**src/rtl/ecc_hamming_decoder_pipe.sv**
```systemverilog
// Two-stage pipelined Hamming/SECDED decoder with valid/ready on both sides,
// saturating error counters and a first-error syndrome log.
module ecc_hamming_decoder_pipe #(
    parameter int D      = 4,
    parameter int DW     = D,
    parameter int C      = 7,
    parameter int SECDED = 1,
    parameter int CNT_W  = 8,
    localparam int P     = C - D,
    localparam int CW    = DW + P
) (
    input  logic             clk,
    input  logic             rst_b,
    input  logic             in_valid,
    output logic             in_ready,
    input  logic [CW-1:0]    in_codeword,
    input  logic             in_extra_parity,
    output logic             out_valid,
    input  logic             out_ready,
    output logic [DW-1:0]    out_data,
    output logic             out_single_err,
    output logic             out_double_err,
    output logic [P-1:0]     out_syndrome,
    input  logic             cnt_clear,
    output logic [CNT_W-1:0] err_cnt_single,
    output logic [CNT_W-1:0] err_cnt_double,
    output logic             err_log_valid,
    output logic [P-1:0]     err_log_syndrome
);

    if (P < 2 || DW > D) begin : g_param_check
        $error("ecc_hamming_decoder_pipe: need P >= 2 and DW <= D");
    end

    localparam logic [CNT_W-1:0] CNT_MAX = {CNT_W{1'b1}};

    logic            s1_valid;
    logic [CW-1:0]   s1_cw;
    logic [P-1:0]    s1_syn;
    logic            s1_op;

    logic            s2_valid;
    logic [DW-1:0]   s2_data;
    logic            s2_single;
    logic            s2_double;
    logic [P-1:0]    s2_syn;

    logic            s1_adv;
    logic            s2_adv;
    logic            xfer;

    logic [P-1:0]    syn_c;
    logic            op_c;
    logic            flip_c;
    logic            single_c;
    logic            double_c;
    logic [CW-1:0]   fixed_c;
    logic [DW-1:0]   data_c;
    int              n_c;

    assign s2_adv   = ~s2_valid | out_ready;
    assign s1_adv   = ~s1_valid | s2_adv;
    assign in_ready = s1_adv;
    assign xfer     = s2_valid & out_ready;

    // Padded positions above CW are zero, so they never contribute to the syndrome.
    always_comb begin
        syn_c = '0;
        for (int k = 0; k < P; k++) begin
            for (int j = 1; j <= CW; j++) begin
                if (((j >> k) & 1) == 1) syn_c[k] = syn_c[k] ^ in_codeword[j-1];
            end
        end
        op_c = (^in_codeword) ^ in_extra_parity;
    end

    always_comb begin
        flip_c   = 1'b0;
        single_c = 1'b0;
        double_c = 1'b0;
        if (s1_syn == '0) begin
            single_c = (SECDED != 0) && s1_op;
        end else if ((SECDED != 0) && !s1_op) begin
            double_c = 1'b1;
        end else if (int'(s1_syn) <= CW) begin
            flip_c   = 1'b1;
            single_c = 1'b1;
        end else begin
            // Syndrome points into the padded region: cannot be a real single error.
            double_c = 1'b1;
        end

        fixed_c = s1_cw;
        for (int j = 1; j <= CW; j++) begin
            if (flip_c && int'(s1_syn) == j) fixed_c[j-1] = ~fixed_c[j-1];
        end

        data_c = '0;
        n_c    = 0;
        for (int j = 1; j <= CW; j++) begin
            if ((j & (j - 1)) != 0) begin
                if (n_c < DW) data_c[n_c] = fixed_c[j-1];
                n_c = n_c + 1;
            end
        end
    end

    always_ff @(posedge clk or negedge rst_b) begin
        if (!rst_b) begin
            s1_valid <= 1'b0;
            s1_cw    <= '0;
            s1_syn   <= '0;
            s1_op    <= 1'b0;
        end else if (s1_adv) begin
            s1_valid <= in_valid;
            if (in_valid) begin
                s1_cw  <= in_codeword;
                s1_syn <= syn_c;
                s1_op  <= op_c;
            end
        end
    end

    always_ff @(posedge clk or negedge rst_b) begin
        if (!rst_b) begin
            s2_valid  <= 1'b0;
            s2_data   <= '0;
            s2_single <= 1'b0;
            s2_double <= 1'b0;
            s2_syn    <= '0;
        end else if (s2_adv) begin
            s2_valid <= s1_valid;
            if (s1_valid) begin
                s2_data   <= data_c;
                s2_single <= single_c;
                s2_double <= double_c;
                s2_syn    <= s1_syn;
            end
        end
    end

    assign out_valid      = s2_valid;
    assign out_data       = s2_data;
    assign out_single_err = s2_single;
    assign out_double_err = s2_double;
    assign out_syndrome   = s2_syn;

    always_ff @(posedge clk or negedge rst_b) begin
        if (!rst_b) begin
            err_cnt_single   <= '0;
            err_cnt_double   <= '0;
            err_log_valid    <= 1'b0;
            err_log_syndrome <= '0;
        end else if (cnt_clear) begin
            err_cnt_single   <= '0;
            err_cnt_double   <= '0;
            err_log_valid    <= 1'b0;
            err_log_syndrome <= '0;
        end else if (xfer) begin
            if (s2_single && err_cnt_single != CNT_MAX) err_cnt_single <= err_cnt_single + 1'b1;
            if (s2_double && err_cnt_double != CNT_MAX) err_cnt_double <= err_cnt_double + 1'b1;
            if ((s2_single || s2_double) && !err_log_valid) begin
                err_log_valid    <= 1'b1;
                err_log_syndrome <= s2_syn;
            end
        end
    end

endmodule

```
**config.mk**
```make
export PLATFORM = sky130hd
export DESIGN_NAME = ecc_hamming_decoder_pipe
export DESIGN_NICKNAME = d
export VERILOG_FILES = /design/src/rtl/ecc_hamming_decoder_pipe.sv
export SDC_FILE = /design/constraint.sdc
export NUM_CORES = 1
export LEC_CHECK = 0
export BUFFER_PORTS_ARGS = -buffer_cell sky130_fd_sc_hd__buf_2
export CAP_MARGIN = 30
export CELL_PAD_IN_SITES_DETAIL_PLACEMENT = 1
export CELL_PAD_IN_SITES_GLOBAL_PLACEMENT = 1
export CORE_MARGIN = 4
export CORE_UTILIZATION = 35
export CTS_CLUSTER_DIAMETER = 120
export DETAILED_ROUTE_END_ITERATION = 16
export PLACE_DENSITY = 0.73
export SLEW_MARGIN = 20
export SYNTH_ARGS = -nofsm -noshare
export SYNTH_HDL_FRONTEND = slang
export SYNTH_SLANG_ARGS = --single-unit
```
**constraint.sdc**
```tcl
create_clock -name clk -period 1.6 [get_ports clk]
set_input_delay 0.16 -clock clk [delete_from_list [all_inputs] [get_ports clk]]
set_output_delay 0.16 -clock clk [all_outputs]
set_load 0.005 [all_outputs]
```
---- Word level (Yosys, flattened, before mapping) ----
Index checks and enable logic that the tools add are counted.
storage, ports and cells
  register bits after elaboration ......... 42
  bits of input ports ..................... 13
  output and inout bits ................... 31
  logic and storage cells ................. 81
operators by class
  add/sub/neg operators ................... 2
  equal/unequal tests ..................... 6
  multiplexer cells ....................... 21
  bitwise operators ....................... 19
  reduce and logical (&&, ||, !) cells .... 20
operators with widths
  cell                                                  count
  two-way mux 8 bit                                     6
  adder 8 x 1 -> 8 bit (second input constant)          2
  inequality test 8 bit (second input constant)         2
  two-way mux 1 bit                                     12
  AND reduction 2 bit                                   5
  XOR 1 bit                                             10
  two-way mux 3 bit                                     3
  nonzero test 2 bit                                    4
  logical AND 1 bit                                     7
  XOR reduction 7 bit                                   1
  equality test 3 bit (second input constant)           2
  inverter 1 bit                                        6
  equality test 3 x 1 -> 1 bit (second input constant)  1
  equality test 3 x 2 -> 1 bit (second input constant)  1
  zero test 3 bit                                       1
  OR 1 bit                                              2
  bitwise AND 1 bit                                     1
  zero test 1 bit                                       1
  logical OR 1 bit                                      1

---- Logic depth before layout (Yosys ltp) ----
Gate-level depths: netlist (run 1).
  word-level depth ........................ 5
  mapped depth ............................ 5
  depth with buffers taken out ............ 5

---- Worst setup path after synthesis (run 1) ----
Ideal clock, no wire load.
  kind .................................... register to register
  start ................................... register err_cnt_single[0]
  end ..................................... register err_cnt_single[5]
  setup time .............................. 0.078 ns
  arrival time ............................ 1.402 ns
  data required time ...................... 1.522 ns
  setup slack ............................. 0.120 ns
  cell stages (with the launch flop) ...... 5
  buffers on the path ..................... 0
  clock period less this slack ............ 1.480 ns
  cells stage by stage .................... dfrtp_1 ha_1 and3_4 or4_1 a21oi_1
between the ends
  cells in the longest elaborated chain, start to end .. 4
  elaborated cells between the ends (all ways) .. 8
  those cells by class .................... add/sub (1); eq/ne (1); mux (3); reduce/logical (3)
ends and longest elaborated chain
  item                                                                  RTL line  RTL
  start: declaration                                                    25        output logic [CNT_W-1:0] err_cnt_single,
  start signal: assignment                                              160       if (s2_single && err_cnt_single != CNT_MAX) err_cnt_single <= err_cnt_single + 1'b1;
  adder 8 x 1 -> 8 bit / inequality test 8 bit (equally long branches)  160
  two-way mux 8 bit / logical AND 1 bit (equally long branches)         160
  two-way mux 8 bit / nonzero test 2 bit (equally long branches)        --
  two-way mux 8 bit / AND reduction 2 bit (equally long branches)       --
Parallel ways exist; a longest one is shown, timed or not. The select of a mux whose other input is x is not followed.
A chain may end at the register's enable or synchronous reset.

---- Worst setup path after layout (run 1) ----
Ends and elaborated chain as after synthesis.

==> results of run 1 <==
layer usage:
metal	up-vias	share of wire (%)	global-route usage (%)
met5	-	0	0
met4	0	0.96	4.49
met3	4	5.8	4.82
met2	37	49	27.0
met1	752	44	17.6
li1	754	-	-
stage by stage:
stage	hold WS, ns	power (W)	util (%)	instances	setup WS [ns]
after floorplan	-0.136	0.00158	-	180	0.120
final	0.106	0.00249	45.8	309	0.0639
after CTS	0.0998	0.00254	45.6	309	0.0104
after detailed placement	0.260	0.00187	43.9	300	0.0500
after global placement	0.251	0.00185	43.9	300	0.0888
after global routing	0.100	0.00267	45.8	309	0.00469
critical path, stage by stage (launching register included):
cell     delay (ns)
dfrtp_1        0.43
ha_2           0.24
and3_4         0.16
or4_1          0.47
a21oi_1        0.15
layout make-up:
type | count | share of cell area (%)
flip-flops and latches | 39 | 41.3
multi-input cells | 136 | 38.5
clock inverters | 1 | 0.211
repair buffers | 55 | 13.0
inverters | 1 | 0.158
well taps | 70 | 3.70
clock buffers | 7 | 3.22
state kept, by name, indices dropped and copies added (netlist names):
register          cells
out_single_err        1
out_data              4
s1_cw                 4
s1_syn                3
s1_op                 1
out_double_err        1
s1_valid              1
out_valid             1
out_syndrome          3
err_log_valid         1
err_cnt_single        8
err_log_syndrome      3
err_cnt_double        8
synthesized netlist by cell type:
master | number | area [um^2]
nand2b_1 | 5 | 31.3
o31ai_1 | 3 | 22.5
nand4_1 | 5 | 31.3
and3_4 | 1 | 11.3
nor2_1 | 19 | 71.3
and3_1 | 3 | 18.8
or3_1 | 3 | 18.8
mux2i_1 | 7 | 70.1
mux2_2 | 6 | 67.6
nor4_1 | 1 | 6.26
xor2_1 | 10 | 87.6
nand2_2 | 1 | 6.26
ha_1 | 2 | 25.0
inv_1 | 1 | 3.75
nor3_2 | 1 | 10.0
nor2b_1 | 1 | 6.26
nand4b_1 | 3 | 26.3
and4_4 | 1 | 11.3
nand3_1 | 4 | 20.0
o21ai_1 | 4 | 20.0
o21ai_0 | 8 | 40.0
a211oi_1 | 3 | 22.5
nand3b_1 | 1 | 7.51
buf_2 | 1 | 5.00
or2_1 | 2 | 12.5
or4_1 | 1 | 7.51
dfrtp_1 | 39 | 976
clkbuf_1 | 2 | 7.51
a21oi_1 | 6 | 30.0
a31o_1 | 1 | 8.76
o211ai_1 | 2 | 15.0
nor3_1 | 4 | 20.0
buf_1 | 1 | 3.75
mux2_1 | 3 | 33.8
and4b_1 | 1 | 10.0
xnor2_1 | 9 | 78.8
nand2_1 | 15 | 56.3
final timing paths:
path,end,slack (ns),depth (start not counted)
min in group asynchronous,err_cnt_double[6]$_DFFE_PN0P_,0.45,3
min,s1_valid$_DFFE_PN0P_,0.11,2
max in group asynchronous,out_valid$_DFFE_PN0P_,0.75,3
min reg2reg,out_data[0]$_DFFE_PN0P_,0.49,2
max reg2reg,err_cnt_single[5]$_DFFE_PN0P_,0.06,4
max,err_cnt_single[5]$_DFFE_PN0P_,0.06,4
power by group through the flow:
stage          logic [W]  registers (W)  clock network (W)
2_1_floorplan   0.000297        0.00129                  0
3_3_place_gp    0.000541        0.00131                  0
3_5_place_dp    0.000565        0.00131                  0
4_1_cts         0.000568        0.00129           0.000680
5_1_grt         0.000631        0.00132           0.000716
6_report        0.000554        0.00129           0.000648
logic make-up (layout without fill, tap and decap cells):
kind of cell               Yosys count  in the layout  share of synthesized area [%]
adders and majority gates            2              2                           1.32
DFF                                 39             39                           51.3
AOI/OAI and AO/OA                   27             27                           8.36
muxes                               16             16                           9.02
and+or+nand+nor                     72             72                           20.1
xor gates and xnor gates            19             19                           8.76
buffers and inverters                5             64                           1.05
timing repair:
action                                 4_1_cts  5_1_grt
setup endpoints to repair                    0        2
hold buffers                                 1        0
gates resized for setup                      0        3
endpoints found under the hold margin       39        0
==> summary.txt, run 1 <==
Layout
  – Number of diodes: 0
  – Finished Cell Area: 0.00237 mm^2
  – Area of the multi-input gates: 911 um^2
  – Filler Cell Count: 615
  – Layout cells sized above 1: 30.5%
  – Most common cell after layout, fill and taps aside: buf_2
  – Commonest non-fill, non-tap cells in the layout: 43 x buf_2, 38 x dfrtp_1, 19 x nor2_1
  – Nets: 253
  – Layout area overhead: 24.6%
  – FF+latch area: 977 um^2

Placed design
  – Buffers on Ports: 43
  – GP Congestion: 0.825
  – Area after DPL: 0.00227 mm^2
  – Final HPWL DP: 3480 um

Power
  – Pint: 0.00173 W
  – P_leak: 1.09 nW
  – IR drop worst, VDD: 436 uV
  – Comb power frac: 22.2%
  – Power per Cell Area: 1050 mW/mm^2
  – P_sw: 0.000767 W
  – Sw frac: 30.8%
  – Seq pwr share: 51.8%
  – Clock power frac: 26.0%

STA
  – Final setup violation count: 0
  – Post-layout min period: 1.54 ns
  – Clock Skew: 0.0121 ns
  – RSZ-0062 raised after global routing: no
  – Worst Tran Pin Value: 0.510 ns
  – Relative slew slack: 66.0%
  – Part of the cycle the worst path needs: 96.0%
  – Hold Violations, Final: 0
  – Max Clk Rate: 651 MHz
  – Sum Neg Setup Slack: 0 ns
  – Max Slew Vio Count: 0

Floorplan
  – Die area: 0.00667 mm^2
  – Rows: 26
  – IO Pins: 44
  – Starting density of the core: 36.7%
  – Die Y: 81.7 um
  – Core area: 0.00517 mm^2
  – Die Span X: 81.7 um

Clock tree
  – Root buf cell: clkbuf_8
  – Max H-tree Level: 2
  – Postcts setup bufs: 0
  – Worst skew pair latency: 0.30 ns
  – CTS Buffer Depth: 2
  – TritonCTS Buffers: 5
  – Clock slew seen by the registers of the worst setup and hold paths: 0.08 ns
  – CTS tree: done
  – Clock sink count: 39

GRT
  – Initial antenna violation count: 0
  – Vias in the first global route: 1606
  – Gr usage total: 15.3%
  – Overflow after GRT: 0
  – First-pass GRT wire length: 7680 um
  – Largest net degree at the start of global routing: 40

Logic synthesis
  – Sequential area share after synthesis: 51.3%
  – Syn_area_per_cell: 10.6 um^2
  – Syn nets: 195
  – Synth cell types: 37
  – Ys Warns: 0
  – Number of synthesized register bits: 39
  – Syn Std Cell Area: 0.00190 mm^2
  – Cells after synthesis: 180

Status
  – Status: finished, final reports clean

Routing
  – Antenna Nets Post-Route: 0
  – Violation count after the first detailed-route iteration: 33
  – Post-Route WL: 4570 um
  – Wirelength per Cell: 14.8 um
  – Routed vias: 1547
  – Iteration count of the initial detailed-routing pass: 4
  – DRC: 0
  – Vias per cell: 5.01

Worst setup path
  – Crit path DAT: 1.75 ns
  – Crit path launch: err_cnt_single[0]$_DFFE_PN0P_
  – Critical path capture point type: flip-flop
  – CP required: 1.81 ns
  – Critical path class: reg2reg
  – CP max FO: 5
  – Critical Path Start Type: flip-flop
  – Reg-to-Reg Start: err_cnt_single[0]$_DFFE_PN0P_

Job
  – Max-Cap Viols: 0

Min path
  – Worst Hold Class: in2reg
  – Hold path start: in_valid
Power figures use the tool's default switching activity.
==> run 2: changes to the inputs <==
--- a/config.mk
+++ b/config.mk
@@ -7,3 +7,3 @@
 export LEC_CHECK = 0
-export BUFFER_PORTS_ARGS = -buffer_cell sky130_fd_sc_hd__buf_2
+export BUFFER_PORTS_ARGS = -buffer_cell sky130_fd_sc_hd__buf_4
 export CAP_MARGIN = 30
--- a/constraint.sdc
+++ b/constraint.sdc
@@ -3,2 +3,2 @@
 set_output_delay 0.16 -clock clk [all_outputs]
-set_load 0.005 [all_outputs]
+set_load 0.1 [all_outputs]
==> run 2 against run 1 <==
Count of clock-buffer cells in the layout is 2 lower; register-to-register slack better by 0.02 ns; global-route usage up 0.31 points; critical path depth did not move; sequential power barely moved.
==> summary.txt, run 2 (same netlist as run 1, synthesis figures left out) <==
Status
  – Status: finished, final reports clean (unchanged)

Placed design
  – Buffers on Ports: 43 (unchanged)
  – GP Congestion: 0.786 (was 0.825)
  – Final HPWL DP: 3440 um (was 3480 um)
  – Area after DPL: 0.00243 mm^2 (was 0.00227 mm^2)

Clock tree
  – Root buf cell: clkbuf_8 (unchanged)
  – TritonCTS Buffers: 5 (unchanged)
  – CTS tree: done (unchanged)
  – Clock slew seen by the registers of the worst setup and hold paths: 0.08 ns (about the same)
  – Max H-tree Level: 2 (unchanged)
  – Worst skew pair latency: 0.30 ns (about the same)
  – Clock sink count: 39 (unchanged)
  – CTS Buffer Depth: 2 (unchanged)

GRT
  – Gr usage total: 15.6% (was 15.3%)
  – Largest net degree at the start of global routing: 40 (unchanged)
  – Initial antenna violation count: 0 (unchanged)
  – First-pass GRT wire length: 7890 um (was 7680 um)
  – Busiest grt layer: met2 (unchanged)
  – Grt met1 use: 20.0% (was 17.6%)
  – Met3 Track Usage GR: 4.06% (was 4.82%)
  – Vias in the first global route: 1552 (was 1606)
  – Overflow after GRT: 0 (unchanged)
  – Met2 usage: 25.4% (was 27.0%)

Layout
  – Commonest non-fill, non-tap cells in the layout: 49 x buf_4, 20 x dfrtp_1, 19 x nor2_1 (was 43 x buf_2, 38 x dfrtp_1, 19 x nor2_1)
  – Utilization after layout: 50.5% (was 45.8%)
  – Number of diodes: 0 (unchanged)
  – Finished Cell Area: 0.00261 mm^2 (was 0.00237 mm^2)
  – Nets: 248 (was 253)
  – Layout cells sized above 1: 41.5% (was 30.5%)
  – Most common cell after layout, fill and taps aside: buf_4 (was buf_2)
  – Layout area overhead: 37.5% (was 24.6%)
  – Largest regs: err_cnt_double x8, err_cnt_single x8 (unchanged)

STA
  – Relative slew slack: 66.7% (was 66.0%)
  – Max Clk Rate: 658 MHz (was 651 MHz)
  – Part of the cycle the worst path needs: 94.9% (was 96.0%)
  – Final setup violation count: 0 (unchanged)
  – Hold WS: 0.0759 ns (was 0.106 ns)
  – Post-layout min period: 1.52 ns (was 1.54 ns)
  – RSZ-0062 raised after global routing: no (unchanged)
  – Worst Tran Pin Value: 0.500 ns (was 0.510 ns)
  – Clock Skew: 0.00880 ns (was 0.0121 ns)
  – Hold Violations, Final: 0 (unchanged)
  – Max Slew Vio Count: 0 (unchanged)

Routing
  – Post-Route WL: 4700 um (was 4570 um)
  – Antenna Nets Post-Route: 0 (unchanged)
  – Vias per cell: 5.00 (was 5.01)
  – Violation count after the first detailed-route iteration: 59 (was 33)
  – DRC: 0 (unchanged)
  – Wirelength per Cell: 15.5 um (was 14.8 um)
  – Iteration count of the initial detailed-routing pass: 4 (unchanged)
  – Routed vias: 1519 (was 1547)

Floorplan
  – IO Pins: 44 (unchanged)
  – Core area: 0.00517 mm^2 (unchanged)
  – Die Span X: 81.7 um (unchanged)
  – Die Y: 81.7 um (unchanged)
  – Starting density of the core: 36.7% (unchanged)
  – Rows: 26 (unchanged)
  – Die area: 0.00667 mm^2 (unchanged)

Worst setup path
  – Critical path class: reg2reg (unchanged)
  – Crit path DAT: 1.75 ns (about the same)
  – Critical Path Start Type: flip-flop (unchanged)
  – Critical path capture point type: flip-flop (unchanged)
  – Reg2Reg Setup Slack: 0.08 ns (was 0.06 ns)
  – CP max FO: 4 (was 5)
  – CP required: 1.83 ns (was 1.81 ns)

Job
  – Max-Cap Viols: 0 (unchanged)

Power
  – IR drop worst, VDD: 722 uV (was 436 uV)
  – P_leak: 1.10 nW (was 1.09 nW)
  – Power Total: 0.00378 W (was 0.00249 W)
  – Power per Cell Area: 1450 mW/mm^2 (was 1050 mW/mm^2)

Min path
  – Worst Hold Class: in2reg (unchanged)
## run 2: cell count changes in the layout (fill, tap and decap cells not counted), moves of 2 or more
cell,before,now
mux2_2,6,4
mux2_4,0,5
buf_2,43,0
dfrtp_2,1,4
clkbuf_1,2,0
dfrtp_4,0,15
ha_4,0,2
buf_4,11,49
dfrtp_1,38,20
mux2_1,3,0
bufinv_16,0,2
## run 2: power breakdown
group	total (W)	internal [W]	switching (W)	leakage, nW
registers	0.00132	0.00116	0.000162	0.470
logic	0.00146	0.000378	0.00109	0.564
clock network	0.000994	0.000622	0.000372	0.0644
## run 2: layout make-up
type / count / area, um^2
flip-flops and latches: 39 / 1040
fillers: 554 / 2560
clock inverters: 3 / 67.6
well taps: 70 / 87.6
clock buffers: 5 / 68.8
inverters: 1 / 3.75
repair buffers: 50 / 378
multi-input cells: 136 / 970
## run 2: routing by layer
| layer | up-vias | wire length, um |
|---|---|---|
| li1 | 743 | - |
| met1 | 738 | 2020 |
| met2 | 32 | 2380 |
| met3 | 6 | 230 |
| met4 | 0 | 74 |
| met5 | - | 0 |
## run 2: worst max-delay path, stage by stage, from the launching register on
cell and delay [ns]:
dfrtp_4 0.44, nand4_1 0.14, or2_4 0.27, or4_4 0.49
a21oi_2 0.12
## run 2: final timing paths
check                                               from                       endpoint  cells after the start
max                        err_cnt_single[0]$_DFFE_PN0P_  err_cnt_single[5]$_DFFE_PN0P_                      4
min in group asynchronous                          rst_b  err_cnt_double[4]$_DFFE_PN0P_                      2
max in group asynchronous                          rst_b  err_cnt_single[0]$_DFFE_PN0P_                      2
max reg2reg                err_cnt_single[0]$_DFFE_PN0P_  err_cnt_single[5]$_DFFE_PN0P_                      4
min                                             in_valid           s1_valid$_DFFE_PN0P_                      2
min reg2reg                      out_data[1]$_DFFE_PN0P_        out_data[1]$_DFFE_PN0P_                      2
## run 2: metrics by stage
stage / setup TNS (ns) / cells / worst slack (ns)
6_report: 0 / 304 / 0.0811
5_1_grt: 0 / 304 / 0.00155
4_1_cts: 0 / 301 / 0.0497
3_5_place_dp: 0 / 292 / 0.101
3_3_place_gp: 0 / 292 / 0.122
2_1_floorplan: -5.84 / 180 / -0.789
## run 2: what timing repair did
action / 4_1_cts / 5_1_grt
resized for setup: 0 / 3
endpoints found under the setup margin: 0 / 1
hold buffers: 1 / 0
setup buffers: 0 / 3
endpoints found under the hold margin: 39 / 0
